## src/rtl/mem_arbiter.sv

```systemverilog
// ---------------------------------------------------------------------------
// mem_arbiter
// Round-robin arbiter that lets NCH bus masters share a single-port
// synchronous RAM. One master is granted per clock. The winner drives the
// RAM port, and read data is returned to the requesting master with a
// one-hot valid strobe after RD_LAT clocks.
//
// Optional feature macro: MEM_ARB_PRIO_EN
//   Defined   : channel 0 (CPU) wins whenever it requests and does not move
//               the round-robin pointer. Channels 1..NCH-1 rotate among
//               themselves when channel 0 is idle.
//   Undefined : pure round-robin across all channels.
// ---------------------------------------------------------------------------
module mem_arbiter #(
    parameter int NCH    = 3,   // master channels (2..8), channel 0 is the CPU
    parameter int AW     = 16,  // address width
    parameter int DW     = 8,   // data width
    parameter int RD_LAT = 1    // RAM read latency in clocks (1..4)
) (
    input  logic              CLOCK_50,
    input  logic              res,
    input  logic [NCH-1:0]    req,
    input  logic [NCH-1:0]    we,
    input  logic [NCH*AW-1:0] adr,
    input  logic [NCH*DW-1:0] wdat,
    output logic [NCH-1:0]    gnt,
    output logic [NCH-1:0]    rvalid,
    output logic [DW-1:0]     rdat,
    output logic [AW-1:0]     mem_adr,
    output logic              mem_we,
    output logic [DW-1:0]     mem_wdat,
    input  logic [DW-1:0]     mem_rdat
);

    localparam int            IW       = (NCH > 1) ? $clog2(NCH) : 1;
    localparam logic [IW-1:0] LAST_RST = IW'(NCH - 1);

    // Round-robin pointer: index of the most recently granted channel.
    logic [IW-1:0]  r_last;

    // Read-tag pipeline, one stage per clock of RAM read latency.
    logic [RD_LAT-1:0] r_tag_vld;
    logic [IW-1:0]     r_tag_chan [RD_LAT];

    // Arbitration result.
    logic              w_any;
    logic [IW-1:0]     w_idx;
    logic [IW-1:0]     w_cand;
    logic              w_rd_issue;

    // Combinational search starting after the last winner, wrapping around.
    always_comb begin
        // NOTE: every signal written here gets a default first so no
        // latch is inferred on paths where no channel is found.
        w_any  = 1'b0;
        w_idx  = '0;
        w_cand = '0;
        for (int k = 1; k <= NCH; k++) begin
            w_cand = IW'((int'(r_last) + k) % NCH);
`ifdef MEM_ARB_PRIO_EN
            if (!w_any && req[w_cand] && (w_cand != '0)) begin
`else
            if (!w_any && req[w_cand]) begin
`endif
                w_any = 1'b1;
                w_idx = w_cand;
            end
        end
`ifdef MEM_ARB_PRIO_EN
        // The CPU overrides the rotating search whenever it asks.
        if (req[0]) begin
            w_any = 1'b1;
            w_idx = '0;
        end
`endif
        // No grant may escape while the block is held in reset.
        if (!res) begin
            w_any = 1'b0;
            w_idx = '0;
        end
    end

    // One-hot grant decode of the winning index.
    always_comb begin
        gnt = '0;
        for (int i = 0; i < NCH; i++) begin
            gnt[i] = w_any && (w_idx == IW'(i));
        end
    end

    // RAM port is steered from the winner. Write enable is only live with a grant.
    always_comb begin
        mem_adr    = adr[w_idx*AW +: AW];
        mem_wdat   = wdat[w_idx*DW +: DW];
        mem_we     = w_any && we[w_idx];
        w_rd_issue = w_any && !we[w_idx];
    end

    // Round-robin pointer update on every granted transfer.
    always_ff @(posedge CLOCK_50 or negedge res) begin
        if (!res) begin
            // NOTE: sequential state uses non-blocking assignments so every
            // register samples pre-edge values regardless of block order.
            r_last <= LAST_RST;
        end else if (w_any) begin
`ifdef MEM_ARB_PRIO_EN
            // CPU grants leave the rotation among the other masters untouched.
            if (w_idx != '0) begin
                r_last <= w_idx;
            end
`else
            r_last <= w_idx;
`endif
        end
    end

    // Tag pipeline: tracks which channel owns each in-flight read.
    always_ff @(posedge CLOCK_50 or negedge res) begin
        if (!res) begin
            r_tag_vld <= '0;
            // NOTE: the channel tags are reset along with the valid bits.
            // There are only a few of them, and clearing them keeps
            // X values off the rvalid decode after reset.
            for (int i = 0; i < RD_LAT; i++) begin
                r_tag_chan[i] <= '0;
            end
        end else begin
            r_tag_vld[0]  <= w_rd_issue;
            r_tag_chan[0] <= w_idx;
            for (int i = 1; i < RD_LAT; i++) begin
                r_tag_vld[i]  <= r_tag_vld[i-1];
                r_tag_chan[i] <= r_tag_chan[i-1];
            end
        end
    end

    // Retiring stage decodes back to the owning master. Data passes straight through.
    always_comb begin
        rvalid = '0;
        for (int i = 0; i < NCH; i++) begin
            rvalid[i] = r_tag_vld[RD_LAT-1] && (r_tag_chan[RD_LAT-1] == IW'(i));
        end
        rdat = mem_rdat;
    end

endmodule

```

## config.mk

```make
export PLATFORM = sky130hd
export DESIGN_NAME = mem_arbiter
export DESIGN_NICKNAME = d
export VERILOG_FILES = /design/src/rtl/mem_arbiter.sv
export SDC_FILE = /design/constraint.sdc
export NUM_CORES = 1
export LEC_CHECK = 0
export CORE_MARGIN = 5
export CORE_UTILIZATION = 29
export CTS_BUF_LIST = sky130_fd_sc_hd__clkbuf_16
export CTS_CLUSTER_SIZE = 12
export DETAILED_ROUTE_END_ITERATION = 12
export PLACE_DENSITY_LB_ADDON = 0.25
export SLEW_MARGIN = 30
export SYNTH_ARGS = -nofsm -noshare
export SYNTH_HDL_FRONTEND = slang
export SYNTH_SLANG_ARGS = --single-unit
```

## constraint.sdc

```tcl
create_clock -name CLOCK_50 -period 6.3 [get_ports CLOCK_50]
set_input_delay 0.945 -clock CLOCK_50 [delete_from_list [all_inputs] [get_ports CLOCK_50]]
set_output_delay 0.945 -clock CLOCK_50 [all_outputs]
set_load 0.02 [all_outputs]
```

==> out/metrics.yaml <==
outcome:
  status: "finished, final reports clean"
layout:
  layout_common_cells: "110 x clkdlybuf4s50_1, 25 x a221o_1, 25 x and2_1, 6 x inv_1, 4 x dfrtp_1"
  final_common_cell: "clkdlybuf4s50_1"
  n_antenna_cell: 0
  nets: 311
  seqCellArea_sq_um: 126
  finalNonFillerCells: 266
  fin_area_sq_mm: 0.00215
  multi_input_area_sq_um: 763
  drive_gt1_share_pct: 5.45
  area_growth_pct: 104
  num-fill-cells: 308
critical_path:
  cp_common_cell: "clkdlybuf4s50_1"
  cp-start-kind: "input pin"
  max_stage_delay_ps: 610
  worstPathCellList: "clkdlybuf4s50_1 > or3b_1 > o41a_1 > o221a_2 > a21oi_2 > buf_4 > a221o_1 > clkdlybuf4s50_1"
  crit_family: "buffers and inverters"
  cp.buffers_inverters: 3
  worst_ep_required_time_ps: 5350
  end_kind: "output pin"
  crit_fanout: 30
  path_class: "input pin to output pin"
  slowest_stage: "clkdlybuf4s50_1"
  cp.arrival_ps: 4180
global_route:
  grt_usage_pct: 17.3
  grt_max_degree: 31
  grt.overflow.total: 0
  grt_pass1_wl_mm: 6.92
  antenna_found_initial: 0
  grt_pass1_vias: 1407
power:
  leakage_nw: 0.854
  vdd.ir_drop.worst_uv: 207
  p_per_area_mw_per_mm2: 444
timing:
  finalCritPeriodShare_pct: 81.3
  fmax_mhz: 195
  rsz0062_at_grt: "no"
  hold_viol: 0
  skew_ps: 0.426
  worst_pin_slew_ps: 522
  setup_violations: 0
  drv_slew: 0
  setup_tns_ps: 0
  max_slew_margin_pct: 65.2
  fin_crit_ps: 5120
detailed_routing:
  drcViolationCount: 0
  drtPass1Iterations: 4
  avgRoutedWirePerCell_microns: 16.9
  viasPerCell: 5.30
  routed_wl_mm: 4.50
  ant_nets: 0
  dr_total_vias: 1410
  drt_iter0_drc: 91
clock_tree:
  holdBufCountCts: 0
  clk_pin_slew_worst_paths_ps: 30
  cts.sinks: 5
  clock_path_buffers: 2
  cts-root-buf: "clkbuf_16"
  post-cts-setup-buffer-count: 0
  clock_latency_ps: 230
  cts_buffers: 3
  cts_tree: "done"
  htree_levels: 1
  ctsResizeCount: 0
logic_synthesis:
  avgSynthCellArea_sq_um: 8.36
  ys_ff_latch: 5
  synth_fa_ha_area_share_pct: 3.33
  synth_simple_gate_area_share_pct: 28.3
  synthMuxAreaShare_pct: 0
  yosysTopAreaCell: "a221o_1"
  synthesis.nets: 216
  ys_top_cells_by_area: "a221o_1 24%, and2_1 15%, dfrtp_1 9.5%"
  synth_top_family_by_area: "compound AO/OA/AOI/OAI gates"
  synth-edff-count: 0
  yosys_most_used_dff: "dfrtp_1"
  synth-compound-area-share_pct: 40.9
  syn_inst: 126
  post_synth_num_cell_types: 40
  synth_xor_area_share_pct: 0
  synthArstFlopShare_pct: 100
  synth.top_cell.area_share_pct: 23.8
  yosys_warnings: 0
  yosysSeqAreaShare_pct: 12.0
  synth.cell_area_sq_mm: 0.00105
place:
  dp_hpwl_mm: 3.73
  gp_congestion: 0.882
  dp_cells: 262
  place_area_sq_mm: 0.00207
  io_buffers: 110
floorplanning:
  dieHeight_microns: 70.3
  start_util_pct: 30.8
  die_width_microns: 70.3
  die-area_sq_mm: 0.00494
  ios: 127
  rows: 21
  core_sq_mm: 0.00342
hold_path:
  holdCritPathClass: "flop to flop"
job:
  maxCapViolCount: 0
Yosys cell counts, types with 2 or more instances:
master and n:
a221o_1 25, and2_1 25, buf_4 8, buf_2 5, inv_1 5, buf_6 4, clkbuf_1 4, dfrtp_1 4
nand2_1 3, nand3_1 3, nor2_1 3, a211o_1 2, a21o_1 2, a21oi_1 2, and3b_1 2, ha_1 2
nand2b_1 2, nor2b_1 2, o221a_2 2
cells by family after synthesis:
family                   count (synthesis)
buffers and inverters                   26
AO/OA/AOI/OAI                           44
adder cells (fa/ha/maj)                  3
AND/OR/NAND/NOR                         48
flip-flops                               5
path summary, 6_finish.rpt:
kind | start | endpoint | slack, ps | cells past startpoint
setup / recovery | req[0] | mem_wdat[6] | 1180 | 8
hold reg to reg | r_last[0] | r_last[0] | 510 | 1
max in group asynchronous | res | r_last[1] | 5020 | 1
hold / removal | r_last[0] | r_last[0] | 510 | 1
min in group asynchronous | res | r_last[0] | 990 | 1
setup reg to reg | r_last[1] | r_tag_vld | 3680 | 7
state kept, by name, indices dropped and copies added, names as in the netlist:
name        flops
r_tag_chan      2
r_tag_vld       1
r_last          2
power breakdown:
group | total [mW] | internal, mW | switching (mW)
Combinational | 0.792 | 0.392 | 0.400
Sequential | 0.0598 | 0.0492 | 0.0106
Clock | 0.104 | 0.0823 | 0.0219
worst register-to-register path, cell delays in order (launching register included):
cell,delay (ps)
dfstp_2,540
inv_1,40
ha_1,320
or2_2,350
o2111a_1,260
o221a_2,450
and2_1,260
a2111oi_2,290
stage by stage:
step	util [%]	hold slack, ps	power (mW)	worst slack, ps
after global routing	63.0	536	1.02	1010
after global placement	60.7	498	0.841	1270
final	63.0	513	0.956	1180
after detailed placement	60.7	512	0.850	1190
after CTS	63.0	519	0.961	1180
after floorplan	-	478	0.556	2520
area by class of cell:
type                            count  share of cell area [%]
Sequential cell                     5                    5.87
Clock buffer                        3                    3.49
Inverter                            5                   0.872
Tap cell                           46                    2.67
Timing Repair Buffer              111                    51.5
Multi-Input combinational cell     95                    35.4
Clock inverter                      1                   0.174
per-layer routing:
metal | wire length [microns] | part of all wire [%] | track usage [%] | vias up
met4 | 55 | 1.2 | 4.04 | 0
met5 | 0 | 0 | 0 | -
met3 | 501 | 11 | 8.32 | 8
li1 | - | - | - | 670
met2 | 2370 | 53 | 31.7 | 83
met1 | 1570 | 35 | 17.5 | 649
No activity file was read; power rests on OpenSTA's default activity.
